==> src/rtl/muldiv_pkg.sv <==
// rtl/muldiv_pkg.sv - shared types and constants for the RV32M multiply/divide sequencer
package muldiv_pkg;
  localparam int XLEN        = 32;
  localparam int CALC_CYCLES = 32;

  typedef enum logic [2:0] {S_IDLE, S_PREP, S_CALC, S_FIX, S_DONE} state_e;

  localparam logic [2:0] OP_MUL    = 3'b000;
  localparam logic [2:0] OP_MULH   = 3'b001;
  localparam logic [2:0] OP_MULHSU = 3'b010;
  localparam logic [2:0] OP_MULHU  = 3'b011;
  localparam logic [2:0] OP_DIV    = 3'b100;
  localparam logic [2:0] OP_DIVU   = 3'b101;
  localparam logic [2:0] OP_REM    = 3'b110;
  localparam logic [2:0] OP_REMU   = 3'b111;

  localparam logic [XLEN-1:0] DIV_ZERO_QUO = 32'hFFFF_FFFF;
  localparam logic [XLEN-1:0] OVF_QUO      = 32'h8000_0000;
  localparam logic [XLEN-1:0] OVF_REM      = 32'h0000_0000;

  function automatic logic op_signed_a(input logic [2:0] op);
    return !(op == OP_MULHU || op == OP_DIVU || op == OP_REMU);
  endfunction

  function automatic logic op_signed_b(input logic [2:0] op);
    return op_signed_a(op) && (op != OP_MULHSU);
  endfunction
endpackage

==> src/rtl/muldiv_core.sv <==
// rtl/muldiv_core.sv - magnitude datapath: shift-add multiply, restoring divide, sign fix-up
module muldiv_core
  import muldiv_pkg::*;
(
  input  logic            clk,
  input  logic            reset,
  input  logic            prep,
  input  logic            calc,
  input  logic [2:0]      op,
  input  logic [XLEN-1:0] a,
  input  logic [XLEN-1:0] b,
  output logic [XLEN-1:0] result
);
  logic [2*XLEN-1:0] acc;
  logic [XLEN:0]     rem;
  logic [XLEN-1:0]   mdiv;
  logic              neg_q;
  logic              neg_r;

  logic              neg_a;
  logic              neg_b;
  logic [XLEN:0]     mul_sum;
  logic [XLEN:0]     div_shift;
  logic [XLEN+1:0]   div_diff;
  logic [2*XLEN-1:0] prod;
  logic [XLEN-1:0]   quo;
  logic [XLEN-1:0]   rmd;

  assign neg_a = op_signed_a(op) && a[XLEN-1];
  assign neg_b = op_signed_b(op) && b[XLEN-1];

  // acc low half holds the multiplier / dividend and shifts out as the result bits shift in
  assign mul_sum   = {1'b0, acc[2*XLEN-1:XLEN]} + {1'b0, (acc[0] ? mdiv : '0)};
  assign div_shift = {rem[XLEN-1:0], acc[XLEN-1]};
  assign div_diff  = {rem, acc[XLEN-1]} - {2'b00, mdiv};

  always_ff @(posedge clk) begin
    if (reset) begin
      acc   <= '0;
      rem   <= '0;
      mdiv  <= '0;
      neg_q <= 1'b0;
      neg_r <= 1'b0;
    end else if (prep) begin
      acc   <= {{XLEN{1'b0}}, (neg_a ? (~a + 1'b1) : a)};
      mdiv  <= neg_b ? (~b + 1'b1) : b;
      rem   <= '0;
      neg_q <= neg_a ^ neg_b;
      neg_r <= neg_a;
    end else if (calc) begin
      if (op[2]) begin
        if (!div_diff[XLEN+1]) begin
          rem            <= div_diff[XLEN:0];
          acc[XLEN-1:0]  <= {acc[XLEN-2:0], 1'b1};
        end else begin
          rem            <= div_shift;
          acc[XLEN-1:0]  <= {acc[XLEN-2:0], 1'b0};
        end
      end else begin
        acc <= {mul_sum, acc[XLEN-1:1]};
      end
    end
  end

  assign prod = neg_q ? (~acc + 1'b1) : acc;
  assign quo  = neg_q ? (~acc[XLEN-1:0] + 1'b1) : acc[XLEN-1:0];
  assign rmd  = neg_r ? (~rem[XLEN-1:0] + 1'b1) : rem[XLEN-1:0];

  always_comb begin
    result = '0;
    case (op)
      OP_MUL:                        result = prod[XLEN-1:0];
      OP_MULH, OP_MULHSU, OP_MULHU:  result = prod[2*XLEN-1:XLEN];
      OP_DIV, OP_DIVU:               result = quo;
      default:                       result = rmd;
    endcase
  end
endmodule

==> src/rtl/muldiv_sequencer.sv <==
// rtl/muldiv_sequencer.sv - RV32M multiply/divide FSM, step counter and result register
module muldiv_sequencer
  import muldiv_pkg::*;
(
  input  logic            clk,
  input  logic            reset,
  input  logic            start,
  input  logic [2:0]      Funct3,
  input  logic [XLEN-1:0] SrcA,
  input  logic [XLEN-1:0] SrcB,
  output logic [XLEN-1:0] Result,
  output logic            busy,
  output logic            done,
  output logic            stall
);
  state_e          state;
  logic [4:0]      cnt;
  logic [2:0]      op;
  logic [XLEN-1:0] a;
  logic [XLEN-1:0] b;
  logic            special;
  logic [XLEN-1:0] special_res;
  logic [XLEN-1:0] core_res;

  logic            div_zero;
  logic            div_ovf;
  logic [XLEN-1:0] special_val;

  // Zero divisor and signed overflow skip the datapath entirely
  assign div_zero    = Funct3[2] && (SrcB == '0);
  assign div_ovf     = (Funct3 == OP_DIV || Funct3 == OP_REM) &&
                       (SrcA == 32'h8000_0000) && (SrcB == 32'hFFFF_FFFF);
  assign special_val = div_zero ? (Funct3[1] ? SrcA : DIV_ZERO_QUO)
                                : (Funct3[1] ? OVF_REM : OVF_QUO);

  always_ff @(posedge clk) begin
    if (reset) begin
      state       <= S_IDLE;
      cnt         <= '0;
      op          <= '0;
      a           <= '0;
      b           <= '0;
      special     <= 1'b0;
      special_res <= '0;
      Result      <= '0;
      done        <= 1'b0;
    end else begin
      done <= 1'b0;
      case (state)
        S_IDLE: begin
          if (start) begin
            op  <= Funct3;
            a   <= SrcA;
            b   <= SrcB;
            cnt <= '0;
            if (div_zero || div_ovf) begin
              special     <= 1'b1;
              special_res <= special_val;
              state       <= S_FIX;
            end else begin
              special <= 1'b0;
              state   <= S_PREP;
            end
          end
        end
        S_PREP: state <= S_CALC;
        S_CALC: begin
          cnt <= cnt + 5'd1;
          if (cnt == 5'(CALC_CYCLES - 1)) state <= S_FIX;
        end
        S_FIX: begin
          Result <= special ? special_res : core_res;
          done   <= 1'b1;
          state  <= S_DONE;
        end
        default: state <= S_IDLE;
      endcase
    end
  end

  assign busy  = (state != S_IDLE);
  assign stall = (start && state == S_IDLE) ||
                 state == S_PREP || state == S_CALC || state == S_FIX;

  muldiv_core u_core (
    .clk    (clk),
    .reset  (reset),
    .prep   (state == S_PREP),
    .calc   (state == S_CALC),
    .op     (op),
    .a      (a),
    .b      (b),
    .result (core_res)
  );
endmodule
==> config.mk <==
export PLATFORM = sky130hd
export DESIGN_NAME = muldiv_sequencer
export DESIGN_NICKNAME = d
export VERILOG_FILES = /design/src/rtl/muldiv_pkg.sv /design/src/rtl/muldiv_core.sv /design/src/rtl/muldiv_sequencer.sv
export SDC_FILE = /design/constraint.sdc
export NUM_CORES = 1
export LEC_CHECK = 0
export CORE_MARGIN = 8
export CORE_UTILIZATION = 61
export DETAILED_ROUTE_END_ITERATION = 12
export PLACE_DENSITY = 0.81
export SLEW_MARGIN = 20
export SYNTH_ARGS = -nofsm -noshare
export SYNTH_HDL_FRONTEND = slang
export SYNTH_SLANG_ARGS = --single-unit
==> constraint.sdc <==
create_clock -name clk -period 4.4 [get_ports clk]
set_clock_uncertainty 0.1 [all_clocks]
set_input_delay 0.44 -clock clk [delete_from_list [all_inputs] [get_ports clk]]
set_output_delay 0.44 -clock clk [all_outputs]
set_load 0.05 [all_outputs]
Word-level counts from Yosys, hierarchy flattened. Cells that the tools add are included.

Flip-flop bits (word level): 272. Input port bits: 70. Memory bits (writable): 0. Output and inout bits: 35. Memories kept: 0. Latch bits: 0. Word-level logic and storage cells: 101. Memory bits (read-only): 0.

Divide/modulo/power cells: 0. Bitwise gates (word level): 7. Muxes and demuxes: 24. Reductions and logical operators: 30. $lt $le $gt $ge: 0. Add/sub/neg operators: 8. Multipliers: 0. Equality and inequality tests: 17. Shifts and indexed selects: 0.

Operators with widths (count): $mux 32 (12); $add 32x1->32 const B (4); $not 32->32 (4); $pmux 32 s3 (1); $add 64x1->64 const B (1); $eq 32x32->1 const B (2); $mux 64 (1); $not 64->64 (1); $sub 34x32->34 (1); $add 32x32->33 (1); $mux 33 (1); $logic_not 32->1 (1); $eq 3x3->1 const B (5); $eq 3x2->1 const B (4); $pmux 3 s4 (1); $pmux 5 s2 (1); $reduce_and 2->1 (5); $logic_and 1x1->1 (7); $logic_or 1x1->1 (7); $eq 3x1->1 const B (2); $logic_not 3->1 (2); $mux 3 (2); $add 5x1->5 const B (1); $eq 5x5->1 const B (1); 13 further kinds (18).

Longest topological paths before layout. Gate-level depths: netlist of run 1.

Word-level depth: 8. Mapped depth: 15. Mapped depth without buffers: 13.

Cells and area by module. A second synthesis of run 1 with hierarchy kept.

Cell total of the unflattened synthesis: 2455. Area, all modules: 18580.3 um^2.

By module, submodules not included: muldiv_core (sequential area each 2622.5 um^2, cells an instance 1784, area an instance 12854.8 um^2, instances 1); muldiv_sequencer (sequential area each 2822.7 um^2, cells an instance 671, area an instance 5725.5 um^2, instances 1).

Least setup slack after synthesis of run 1. No wires, ideal clock.

Kind: register to register. From: register u_core.mdiv[1]. To: register u_core.rem[10]. Path slack: 712 ps. Data required time: 4168 ps. Arrival time: 3455 ps. Stages on the path, launching flop included: 14. Setup time: 132 ps. Period minus slack after synthesis: 3688 ps. Buffers on the path: 1. Path through: dfxtp_1 > inv_1 > ha_1 > nor2b_1 > o31a_1 > o31a_1 > or2_2 > a41o_1 > a21oi_1 > o21ai_0 > xor2_1 > clkbuf_1 > mux2i_1 > a21oi_1.

Longest elaborated chain between the ends: 2.

Ends and longest elaborated chain: start, declared (line muldiv_core.sv:16) `logic [XLEN-1:0] mdiv;`; start signal, assigned (line muldiv_core.sv:46) `mdiv <= neg_b ? (~b + 1'b1) : b;`; $sub 34x32->34 (line muldiv_core.sv:35) `assign div_diff = {rem, acc[XLEN-1]} - {2'b00, mdiv};`; $mux 33 (line muldiv_core.sv:52) `if (!div_diff[XLEN+1]) begin`; end signal, assigned (line muldiv_core.sv:53) `rem <= div_diff[XLEN:0];`; end signal, assigned (line muldiv_core.sv:56) `rem <= div_shift;`; end, declared (line muldiv_core.sv:15) `logic [XLEN:0] rem;`.

No other way between the ends. A chain may end at the register's enable or synchronous reset.

Worst setup path in the final report of run 1.
From: register u_core.acc[17]. To: register Result[7].

Longest elaborated chain between the ends: 5.

Ends and longest elaborated chain: start, declared (line muldiv_core.sv:14) `logic [2*XLEN-1:0] acc;`; start signal, assigned (line muldiv_core.sv:45) `acc <= {{XLEN{1'b0}}, (neg_a ? (~a + 1'b1) : a)};`; start signal, assigned by index (line muldiv_core.sv:54) `acc[XLEN-1:0] <= {acc[XLEN-2:0], 1'b1};`; start signal, assigned by index (line muldiv_core.sv:57) `acc[XLEN-1:0] <= {acc[XLEN-2:0], 1'b0};`; $not 64->64 (line muldiv_core.sv:65) `assign prod = neg_q ? (~acc + 1'b1) : acc;`; $add 64x1->64 (line muldiv_core.sv:65); $mux 64 (line muldiv_core.sv:65); $pmux 32 s3 (line muldiv_core.sv:71) `case (op)`; $mux 32 (line muldiv_sequencer.sv:72) `Result <= special ? special_res : core_res;`; end signal, assigned (line muldiv_sequencer.sv:72); end, declared (line muldiv_sequencer.sv:11) `output logic [XLEN-1:0] Result,`.

No other way between the ends.

==> impl_metrics.env, run 1 <==
export IMPL_drt_iter0_markers=2422
export IMPL_slowest_stage="or4_1"
export IMPL_hold_path_startpoint="reset"
export IMPL_final_hold_viol_count=0
export IMPL_dieHeight_um=190
export IMPL_synth_nets=2614
export IMPL_hold_buffers=0
export IMPL_die_x_um=190
export IMPL_nFillCells=2522
export IMPL_cts_root_buf="clkbuf_16"
export IMPL_route_detailed_drc=0
export IMPL_layout_drive_gt1_share_pct=4.89
export IMPL_num_rows=63
export IMPL_slowest_delay_ps=690
export IMPL_timing_rr_end="Result[7]"
export IMPL_arrival_ps=4410
export IMPL_rrSetupSlack_ps=370
export IMPL_reg2reg_depth=10
export IMPL_cts_buffer_depth=3
export IMPL_totalWireLength_mm=63.5
export IMPL_ant_nets=0
export IMPL_irDropWorstVdd_v=0.000282
export IMPL_dp_slack_ps=519
export IMPL_tightest_slew_ps=1010
export IMPL_routed_via_density=6.56
export IMPL_p_total_mw=6.75
export IMPL_layout_commonest_cell="nand2_1"
export IMPL_final_nets=2612
export IMPL_timing_fmax_mhz=248
export IMPL_drv_slew=0
export IMPL_postSynth_asyncResetShare_pct=0
export IMPL_seq_area_frac_synth_pct=29.6
export IMPL_dp_final_hpwl_mm=47.1
export IMPL_hp_class="input pin to flop"
export IMPL_grt_usage_pct=33.9
export IMPL_dpl_cell_area_um2=19600
export IMPL_numCtsBuffers=30
export IMPL_setup_tns_ps=0
export IMPL_initial_core_util_pct=62.0
export IMPL_critical_path_top_delay_family="simple AND/OR/NAND/NOR gates"
export IMPL_yosysTopAreaCellShare_pct=29.6
export IMPL_yosys_most_used_dff="dfxtp_1"
export IMPL_synth_edff_count=0
export IMPL_setup_viol=0
export IMPL_synth_distinct_cells=73
export IMPL_cts_resized=0
export IMPL_worstPathRequired_ps=4790
export IMPL_tritoncts="yes"
export IMPL_final_min_clock_period_ps=4030
export IMPL_path_clk_slew_ps=60
export IMPL_setup_ws_ps=374
export IMPL_rsz0062_at_grt="false"
export IMPL_path_buf_inv=0
export IMPL_synth_area_top_cells="dfxtp_1, a21oi_1, nand2_1"
export IMPL_critPathCaptureType="flop"
export IMPL_wl_per_cell_um=22.0
export IMPL_synthesis_area_um2=18400
export IMPL_cts_sinks=272
export IMPL_yosysTopAreaCell="dfxtp_1"
export IMPL_timing_rr_start="u_core.acc[17]"
export IMPL_diodes=0
export IMPL_maxSlewHeadroom_pct=32.5
export IMPL_min_to="Result[18]"
export IMPL_min_period_over_period_pct=91.5
export IMPL_place_congestion=1.02
export IMPL_io_buffers=104
export IMPL_grt_antenna_before_repair=1
export IMPL_cap_violations=0
export IMPL_path_cells="or4_4 > or4_4 > or4_1 > or2_1 > o31ai_1 > xnor2_1 > a221oi_1 > a211oi_1 > a21oi_1 > a21oi_1"
export IMPL_drt_pass1_iterations=7
export IMPL_vias=18900
export IMPL_cts_setup_buffers=0
export IMPL_grt_pass1_wl_mm=98.3
export IMPL_grt_ovfl_total=0
export IMPL_status="finished clean"
export IMPL_p_per_area_nw_per_um2=328
export IMPL_ios=105
export IMPL_syn_avg_cell_area_um2=7.43
export IMPL_whs_path_depth=2
export IMPL_synth_warnings=0
export IMPL_htree_num_levels=1
export IMPL_final_cell_mix="nand2_1, a21oi_1, dfxtp_1"
export IMPL_grt_max_degree=82
export IMPL_syn_to_final_growth_pct=12.1
export IMPL_clkLatencyLatePin_ps=580
export IMPL_synthCells=2472
export IMPL_first_global_vias=17400
export IMPL_p_leak_nw=7.53
export IMPL_path_max_fanout=8
export IMPL_startpoint_type="flop"
export IMPL_synth_seq_cells=272
export IMPL_core_area_um2=29600
export IMPL_final_area_um2=20600
export IMPL_criticalPathCategory="flop to flop"
export IMPL_die_area_um2=35900
-- layout make-up --
| type | instances | area (um2) | area share [%] |
|---|---|---|---|
| clock inverter | 17 | 188 | 0.911 |
| inverter | 70 | 263 | 1.28 |
| clock buffer | 39 | 836 | 4.06 |
| sequential | 272 | 5450 | 26.5 |
| timing repair buffer | 148 | 1370 | 6.66 |
| multi-input combinational | 1948 | 12000 | 58.3 |
| tap | 390 | 488 | 2.37 |
-- kinds of logic after synthesis --
| family | Yosys count | synth area share [%] |
|---|---|---|
| fa+ha+maj | 72 | 4.99 |
| xor+xnor | 188 | 8.96 |
| simple gates | 845 | 21.4 |
| buf+inv | 252 | 5.25 |
| mux | 70 | 3.83 |
| flops | 272 | 29.6 |
| compound gates | 773 | 25.9 |
-- synth_stat cells (38+ instances only) --
| cell | instances |
|---|---|
| nor3_1 | 55 |
| clkbuf_1 | 169 |
| dfxtp_1 | 272 |
| xnor2_1 | 101 |
| nand2_1 | 329 |
| o21ai_0 | 160 |
| mux2i_1 | 68 |
| a211oi_1 | 94 |
| a21oi_1 | 297 |
| xor2_1 | 87 |
| o31ai_1 | 38 |
| inv_1 | 69 |
| ha_1 | 70 |
| nand3_1 | 62 |
| nor2_1 | 188 |
| nand2b_1 | 39 |
-- state kept, by name, summed over array words and instances, names as in the netlist --
name,count
op,3
done,1
u_core.rem,33
u_core.mdiv,32
special,1
cnt,5
state,3
a,32
u_core.neg_q,1
u_core.neg_r,1
Result,32
u_core.acc,64
b,32
special_res,32
-- worst max-delay path by stage --
stage / startpoint / to / slack [ps] / cells after the start
after global routing: u_core.mdiv[1] / u_core.rem[2] / 170 / 13
after floorplan: u_core.mdiv[1] / u_core.rem[10] / 710 / 13
final: u_core.acc[17] / Result[7] / 370 / 10
after detailed placement: u_core.acc[7] / Result[23] / 520 / 10
after CTS: u_core.mdiv[1] / u_core.rem[2] / 450 / 13
after global placement: u_core.acc[7] / Result[7] / 580 / 10
-- power breakdown --
| part | switching [mW] | internal [mW] | leakage, nW |
|---|---|---|---|
| Sequential | 0.138 | 2.56 | 2.21 |
| Clock | 1.10 | 1.52 | 0.490 |
| Combinational | 0.893 | 0.538 | 4.83 |
-- metrics by stage --
step / hold slack, ps / instances / util (%)
3_3_place_gp: 334 / 2828 / 66.0
5_1_grt: 182 / 2884 / 69.5
3_5_place_dp: 341 / 2828 / 66.0
2_1_floorplan: 328 / 2472 / -
4_1_cts: 174 / 2884 / 69.5
6_report: 194 / 2884 / 69.5
-- per-layer routing --
layer,GRT usage (%),share of wire (%),wire [um],vias to the layer above
met5,0,0.013,8,-
met3,6.15,10,6470,163
met2,50.8,42,26800,1087
met1,46.3,43,27000,8770
met4,16.5,5.0,3210,2
li1,-,-,-,8905
Note: power is estimated with default switching activity, not from simulation.
==> run 2, diff against run 1 <==
--- a/config.mk
+++ b/config.mk
@@ -5,6 +5,7 @@
 export SDC_FILE = /design/constraint.sdc
 export NUM_CORES = 1
 export LEC_CHECK = 0
+export CORE_ASPECT_RATIO = 0.5
 export CORE_MARGIN = 8
 export CORE_UTILIZATION = 61
 export DETAILED_ROUTE_END_ITERATION = 12
==> run 2 against run 1 <==
  * Die area increased by 0.93%
  * Design area decreased by 0.50%
  * Core utilization decreased by 1.1 points
  * First-iteration DRC count increased by 13%
  * Setup slack improved by 110 ps
  * Sequential power about the same
  * Sequential cell count unchanged
  * Non-clock buffer count increased by 7
  * Clock-buffer cell count decreased by 4
  * Sequential share of layout area increased by 0.13 points
  * Critical path type unchanged
  * Largest power group unchanged
==> impl_metrics.env, run 2 (synthesis results as in run 1) <==
export IMPL_core_area_um2=30000
export IMPL_path_clk_slew_ps=70
export IMPL_dp_final_hpwl_mm=50.4
export IMPL_dpl_cell_area_um2=19600
export IMPL_hold_buffers=0
export IMPL_die_area_um2=36300
export IMPL_syn_to_final_growth_pct=11.5
export IMPL_grt_ovfl_total=0
export IMPL_final_hold_viol_count=0
export IMPL_vias=19200
export IMPL_wl_per_cell_um=23.0
export IMPL_routed_via_density=6.64
export IMPL_arrival_ps=4220
export IMPL_tightest_slew_ps=1110
export IMPL_critical_path_top_delay_family="simple AND/OR/NAND/NOR gates"
export IMPL_slowest_stage="or4_1"
export IMPL_totalWireLength_mm=66.3
export IMPL_path_cells="or4_4 > or4_4 > or4_1 > or2_1 > nor3_4 > nand2_2 > o41ai_2 > xnor2_1 > a21oi_1 > nor3_1"
export IMPL_p_leak_nw=7.49
export IMPL_min_period_over_period_pct=89.0
export IMPL_tritoncts="yes"
export IMPL_io_buffers=104
export IMPL_cts_buffer_depth=3
export IMPL_drt_pass1_iterations=8
export IMPL_layout_commonest_cell="nand2_1"
export IMPL_criticalPathCategory="flop to flop"
export IMPL_cts_resized=0
export IMPL_grt_usage_pct=35.2
export IMPL_irDropWorstVdd_v=0.000265
export IMPL_cts_sinks=272
export IMPL_place_congestion=1.02
export IMPL_cts_root_buf="clkbuf_16"
export IMPL_drv_slew=0
export IMPL_final_min_clock_period_ps=3920
export IMPL_route_detailed_drc=0
export IMPL_slowest_delay_ps=650
export IMPL_p_per_area_nw_per_um2=316
export IMPL_final_area_um2=20500
export IMPL_dieHeight_um=139
export IMPL_final_cell_mix="nand2_1, a21oi_1, dfxtp_1"
export IMPL_setup_tns_ps=0
export IMPL_grt_antenna_before_repair=3
export IMPL_path_max_fanout=9
export IMPL_cts_setup_buffers=0
export IMPL_layout_drive_gt1_share_pct=4.70
export IMPL_status="finished clean"
export IMPL_reg_largest_list="u_core.acc x64, u_core.rem x33"
export IMPL_first_global_vias=17400
export IMPL_crit_top_cell="or4_4"
export IMPL_worstPathRequired_ps=4700
export IMPL_num_rows=45
export IMPL_final_nets=2615
export IMPL_top_register="u_core.acc"
export IMPL_final_util_pct=68.4
export IMPL_grt_max_degree=97
export IMPL_die_x_um=261
export IMPL_hp_class="input pin to flop"
export IMPL_htree_num_levels=1
export IMPL_instances_no_fill=2889
export IMPL_clkLatencyLatePin_ps=570
export IMPL_largest_reg_flops=64
export IMPL_ios=105
export IMPL_p_total_mw=6.47
export IMPL_grt_pass1_wl_mm=102
export IMPL_rsz0062_at_grt="false"
export IMPL_setup_viol=0
export IMPL_timing_fmax_mhz=255
export IMPL_maxSlewHeadroom_pct=25.8
export IMPL_critPathCaptureType="flop"
export IMPL_path_buf_inv=0
export IMPL_ant_nets=0
export IMPL_drt_iter0_markers=2729
export IMPL_initial_core_util_pct=61.3
export IMPL_dpl_cell_count=2844
export IMPL_cap_violations=0
export IMPL_startpoint_type="flop"
export IMPL_numCtsBuffers=26
run 2: changes by cell type in the layout (fill, tap and decap cells not counted), moves of 2 or more:
cell and change:
clkbuf_16 -4, inv_6 -3, clkinv_2 -2, buf_4 +6, clkinvlp_4 -2
run 2: worst paths after layout:
| check | startpoint | end | slack [ps] | cells after the start |
|---|---|---|---|---|
| worst min-delay path | reset | u_core.acc[4] | 90 | 2 |
| worst max-delay path | u_core.acc[17] | Result[31] | 480 | 10 |
| worst max register to register | u_core.acc[17] | Result[31] | 480 | 10 |
| worst min register to register | special_res[10] | special_res[10] | 350 | 2 |
run 2: metal layers:
layer	vias to the layer above	GRT usage [%]	part of all wire, %
met2	1147	48.0	39
li1	8897	-	-
met4	6	7.74	2.5
met1	9002	50.4	43
met3	139	14.8	15
met5	-	0	0.083
run 2: final cells by class:
class | instances | area (um2)
multi-input cells | 1948 | 12000
inverters | 70 | 263
diodes | 1 | 2.50
well taps | 399 | 499
clock buffers | 35 | 736
flip-flops and latches | 272 | 5450
clock inverters | 9 | 106
fillers | 2537 | 9460
repair buffers | 155 | 1440
run 2: power breakdown:
group | internal, mW | leakage, nW | switching [mW]
registers | 2.56 | 2.21 | 0.136
clock network | 1.29 | 0.405 | 1.04
logic | 0.548 | 4.87 | 0.906
run 2: metrics by stage:
stage               setup slack (ps)  hold slack [ps]
floorplan                        712              328
global placement                 652              342
detailed placement               589              341
CTS                              556             70.2
global route                     245             83.0
finish                           483             90.0
